## src/rtl/sipo_deserializer.sv

```systemverilog
// rtl/sipo_deserializer.sv - serial-in parallel-out deserializer with a one-entry output holding register
module sipo_deserializer #(
    parameter int WIDTH     = 8,
    parameter int MSB_FIRST = 1
) (
    input  logic                         Clock,
    input  logic                         Reset_n,
    input  logic                         SI,
    input  logic                         SI_valid,
    input  logic                         Clear,
    output logic [WIDTH-1:0]             PO,
    output logic                         PO_valid,
    input  logic                         PO_ready,
    output logic [$clog2(WIDTH+1)-1:0]   Bit_count,
    output logic                         Overrun
);

    localparam int             CW   = $clog2(WIDTH + 1);
    localparam logic [CW-1:0]  LAST = CW'(WIDTH - 1);

    typedef enum logic {
        HOLD_EMPTY = 1'b0,
        HOLD_FULL  = 1'b1
    } hold_state_t;

    hold_state_t       state_q, state_d;
    logic [WIDTH-1:0]  shift_q, shift_d;
    logic [WIDTH-1:0]  po_q, po_d;
    logic [CW-1:0]     cnt_q, cnt_d;
    logic              ovr_q, ovr_d;
    logic [WIDTH-1:0]  word;
    logic              complete;

    always_ff @(posedge Clock or negedge Reset_n) begin
        if (!Reset_n) begin
            state_q <= HOLD_EMPTY;
            shift_q <= '0;
            po_q    <= '0;
            cnt_q   <= '0;
            ovr_q   <= 1'b0;
        end else begin
            state_q <= state_d;
            shift_q <= shift_d;
            po_q    <= po_d;
            cnt_q   <= cnt_d;
            ovr_q   <= ovr_d;
        end
    end

    always_comb begin
        state_d  = state_q;
        shift_d  = shift_q;
        po_d     = po_q;
        cnt_d    = cnt_q;
        ovr_d    = ovr_q;
        word     = (MSB_FIRST != 0) ? {shift_q[WIDTH-2:0], SI} : {SI, shift_q[WIDTH-1:1]};
        // A cleared cycle never completes a word, so Clear always beats a coincident overrun.
        complete = SI_valid && !Clear && (cnt_q == LAST);

        if (Clear) begin
            shift_d = '0;
            cnt_d   = '0;
            ovr_d   = 1'b0;
        end else if (SI_valid) begin
            shift_d = word;
            cnt_d   = complete ? '0 : cnt_q + 1'b1;
        end

        case (state_q)
            HOLD_EMPTY: begin
                if (complete) begin
                    po_d    = word;
                    state_d = HOLD_FULL;
                end
            end
            HOLD_FULL: begin
                if (complete) begin
                    if (PO_ready) begin
                        po_d = word;
                    end else begin
                        ovr_d = 1'b1;
                    end
                end else if (PO_ready) begin
                    state_d = HOLD_EMPTY;
                end
            end
            default: state_d = HOLD_EMPTY;
        endcase
    end

    assign PO        = po_q;
    assign PO_valid  = (state_q == HOLD_FULL);
    assign Bit_count = cnt_q;
    assign Overrun   = ovr_q;

endmodule

```

## config.mk

```make
export PLATFORM = sky130hd
export DESIGN_NAME = sipo_deserializer
export DESIGN_NICKNAME = d
export VERILOG_FILES = /design/src/rtl/sipo_deserializer.sv
export SDC_FILE = /design/constraint.sdc
export NUM_CORES = 1
export LEC_CHECK = 0
export ABC_AREA = 1
export BUFFER_PORTS_ARGS = -buffer_cell sky130_fd_sc_hd__buf_2
export CAP_MARGIN = 25
export CORE_AREA = 2 2 48 50
export CTS_CLUSTER_SIZE = 14
export DETAILED_ROUTE_END_ITERATION = 16
export DIE_AREA = 0 0 50 52
export GPL_TIMING_DRIVEN = 0
export PLACE_DENSITY = 0.74
export SKIP_LAST_GASP = 1
export SYNTH_ARGS = -nofsm -noshare
export SYNTH_HDL_FRONTEND = slang
export SYNTH_SLANG_ARGS = --single-unit
```

## constraint.sdc

```tcl
create_clock -name Clock -period 1.1 [get_ports Clock]
set_input_delay 0.22 -clock Clock [delete_from_list [all_inputs] [get_ports Clock]]
set_output_delay 0.22 -clock Clock [all_outputs]
set_load 0.1 [all_outputs]
```

==> run metrics <==
total grt overflow 0; drt first pass iters 4; endpoints failing setup 26; Area growth syn-to-layout 55.0%; RSZ-0062 raised after global routing true; Clock Pin Slew Worst Setup and Hold Paths 120 ps; crit-path cells buf_12; Max Fclk 800 MHz; vias 800; vias in the first global route 763; Required @ worst endpoint 880 ps; failing checks setup timing; slew of the pin with the lowest slew margin 460 ps; TritonCTS clock tree yes; Final period util 1.14; routed vias/inst 5.03; CTS Buffer Depth 2; Chip Width 50 um; WP data arrival 1030 ps; most common cell after layout, fill and taps aside nand2_1; final worst slack -151 ps; Top Family by Delay on Critical Path flip-flops; post-synthesis cell area 918 um^2; IO Port Bufs 19; max incr delay on CP 530 ps; layout cells sized above 1 0.466; post-synth top area share 0.572; Initial DRC Count 14; htree depth 1; initial antenna violation count 0; wire length per cell 14.5 um; CTS buffer count 3; die height 52 um; Lkg Pwr 0.691 nW; first-pass GRT wire length 3.37 mm; area leader, netlist dfrtp_1; clock latency on the worst-skew pair 320 ps; PD cells 969 nW/um^2; flops & latches, synth 21; Synth area leaders dfrtp_1 (57%), nand2_1 (13%), nand4_1 (6.1%); commonest non-fill, non-tap cells in the layout nand2_1 (31), dfrtp_2 (12), inv_1 (12); root buf cell clkbuf_4; Placed Area 1080 um^2; startpoint types flop; Buf/Inv on CP 1; Slew Viols, Final 0; Die ar. 2600 um^2; Yosys warnings 0; Yosys cell types 18; worst-path maximum fanout 3; ANT nets after route 0; pre-CTS setup slack -99.2 ps; Max rail drop VDD 0.627 mV; IO Pins 20; clock sinks 21; Hold Crit Class input port to flop; Synthesized Nets 104; Final Hold Viols 0; Layout Cell Area excl Fill 1420 um^2; relative slew slack 0.693; Final Critical Period 1250 ps; HPWL after DPL 1.24 mm; GP Congestion 0.731; cells after synthesis 97; largest net degree at the start of global routing 22; status complete, but fails checks; skew final 8.36 ps; WL final 2.30 mm; cell row count 17; Avg Inst Size Synth 9.47 um^2; Max-Cap Viols 0; Core Area 2110 um^2; setup TNS -2190 ps; DRC Markers 0; endpoint class of the critical path output port; Nets 139; GRT Total Usage 0.178; sequential area share after synthesis 0.572; Antenna diodes 0; initial core utilization 0.436; Worst path slowest cell dfrtp_4; CP Class flop to output port
-- cells by family (layout without fill, tap and decap cells) --
| group | after synthesis | count (layout) | share of synthesized area |
|---|---|---|---|
| compound gates | 10 | 10 | 0.0627 |
| fa+ha+maj | 1 | 1 | 0.0136 |
| buf+inv | 16 | 50 | 0.0886 |
| flops | 21 | 21 | 0.572 |
| simple gates | 49 | 49 | 0.263 |
-- power breakdown --
| group | switching, W | total [W] | internal (W) |
|---|---|---|---|
| clock | 0.000250 | 0.000387 | 0.000136 |
| combinational | 0.000123 | 0.000192 | 0.0000693 |
| sequential | 0.0000153 | 0.000801 | 0.000786 |
| total | 0.000388 | 0.00138 | 0.000992 |
-- area by class of cell --
type	count	area [um^2]
well taps	28	35.0
inverters	13	51.3
plain buffers	3	30.0
clock inverters	1	5.00
repair buffers	30	375
flip-flops and latches	21	548
fillers	135	682
multi-input cells	60	357
clock buffers	3	22.5
-- sequential cells by signal, summed over array words and instances, names as in the netlist --
name / flops
PO: 8
Overrun: 1
Bit_count: 4
shift_q: 7
PO_valid: 1
-- synth_stat cells --
master,n
nand2_1,31
dfrtp_1,21
inv_1,12
nand4_1,9
o22ai_1,6
o21ai_0,3
buf_6,2
nand3_1,2
nand3_2,2
a21oi_1,1
clkbuf_4,1
ha_1,1
inv_4,1
nand2_2,1
nand2_4,1
nor2_1,1
nor2_2,1
nor2_4,1
-- routing by layer --
layer / vias up / global-route usage / share of wire
met5: - / 0 / 0
met1: 384 / 0.212 / 0.41
li1: 384 / - / -
met4: 0 / 0.106 / 0.020
met2: 27 / 0.305 / 0.54
met3: 5 / 0.0259 / 0.033
-- what timing repair did --
| action | 4_1_cts | 5_1_grt |
|---|---|---|
| resized for setup | 43 | 16 |
| buffers inserted | 7 | 2 |
| setup endpoints to repair | 24 | 27 |
| pin swaps | 1 | 3 |
| cloned | 1 | 0 |
| hold endpoints to repair | 21 | 0 |
| hold buffers | 1 | 0 |
-- stage by stage --
stage	total power (W)	cells	hold WS (ps)	utilization
2_1_floorplan	0.000906	97	-75.6	-
3_3_place_gp	0.000946	144	188	0.515
3_5_place_dp	0.000951	144	197	0.515
4_1_cts	0.00136	157	146	0.635
5_1_grt	0.00142	159	164	0.676
6_report	0.00138	159	143	0.676
-- final timing paths --
check | from | to | slack [ps] | depth (start not counted)
setup / recovery | Bit_count[0]$_DFFE_PN0P_ | Bit_count[0] | -150 | 1
hold / removal | SI | shift_q[0]$_DFFE_PN0P_ | 140 | 3
setup reg to reg | Bit_count[1]$_DFFE_PN0P_ | PO[7]$_DFFE_PN0P_ | -130 | 6
hold reg to reg | PO[3]$_DFFE_PN0P_ | PO[3]$_DFFE_PN0P_ | 510 | 2
max in group asynchronous | Reset_n | Bit_count[0]$_DFFE_PN0P_ | 360 | 2
min in group asynchronous | Reset_n | PO[2]$_DFFE_PN0P_ | 370 | 2
No activity file was read; power rests on OpenSTA's default activity.
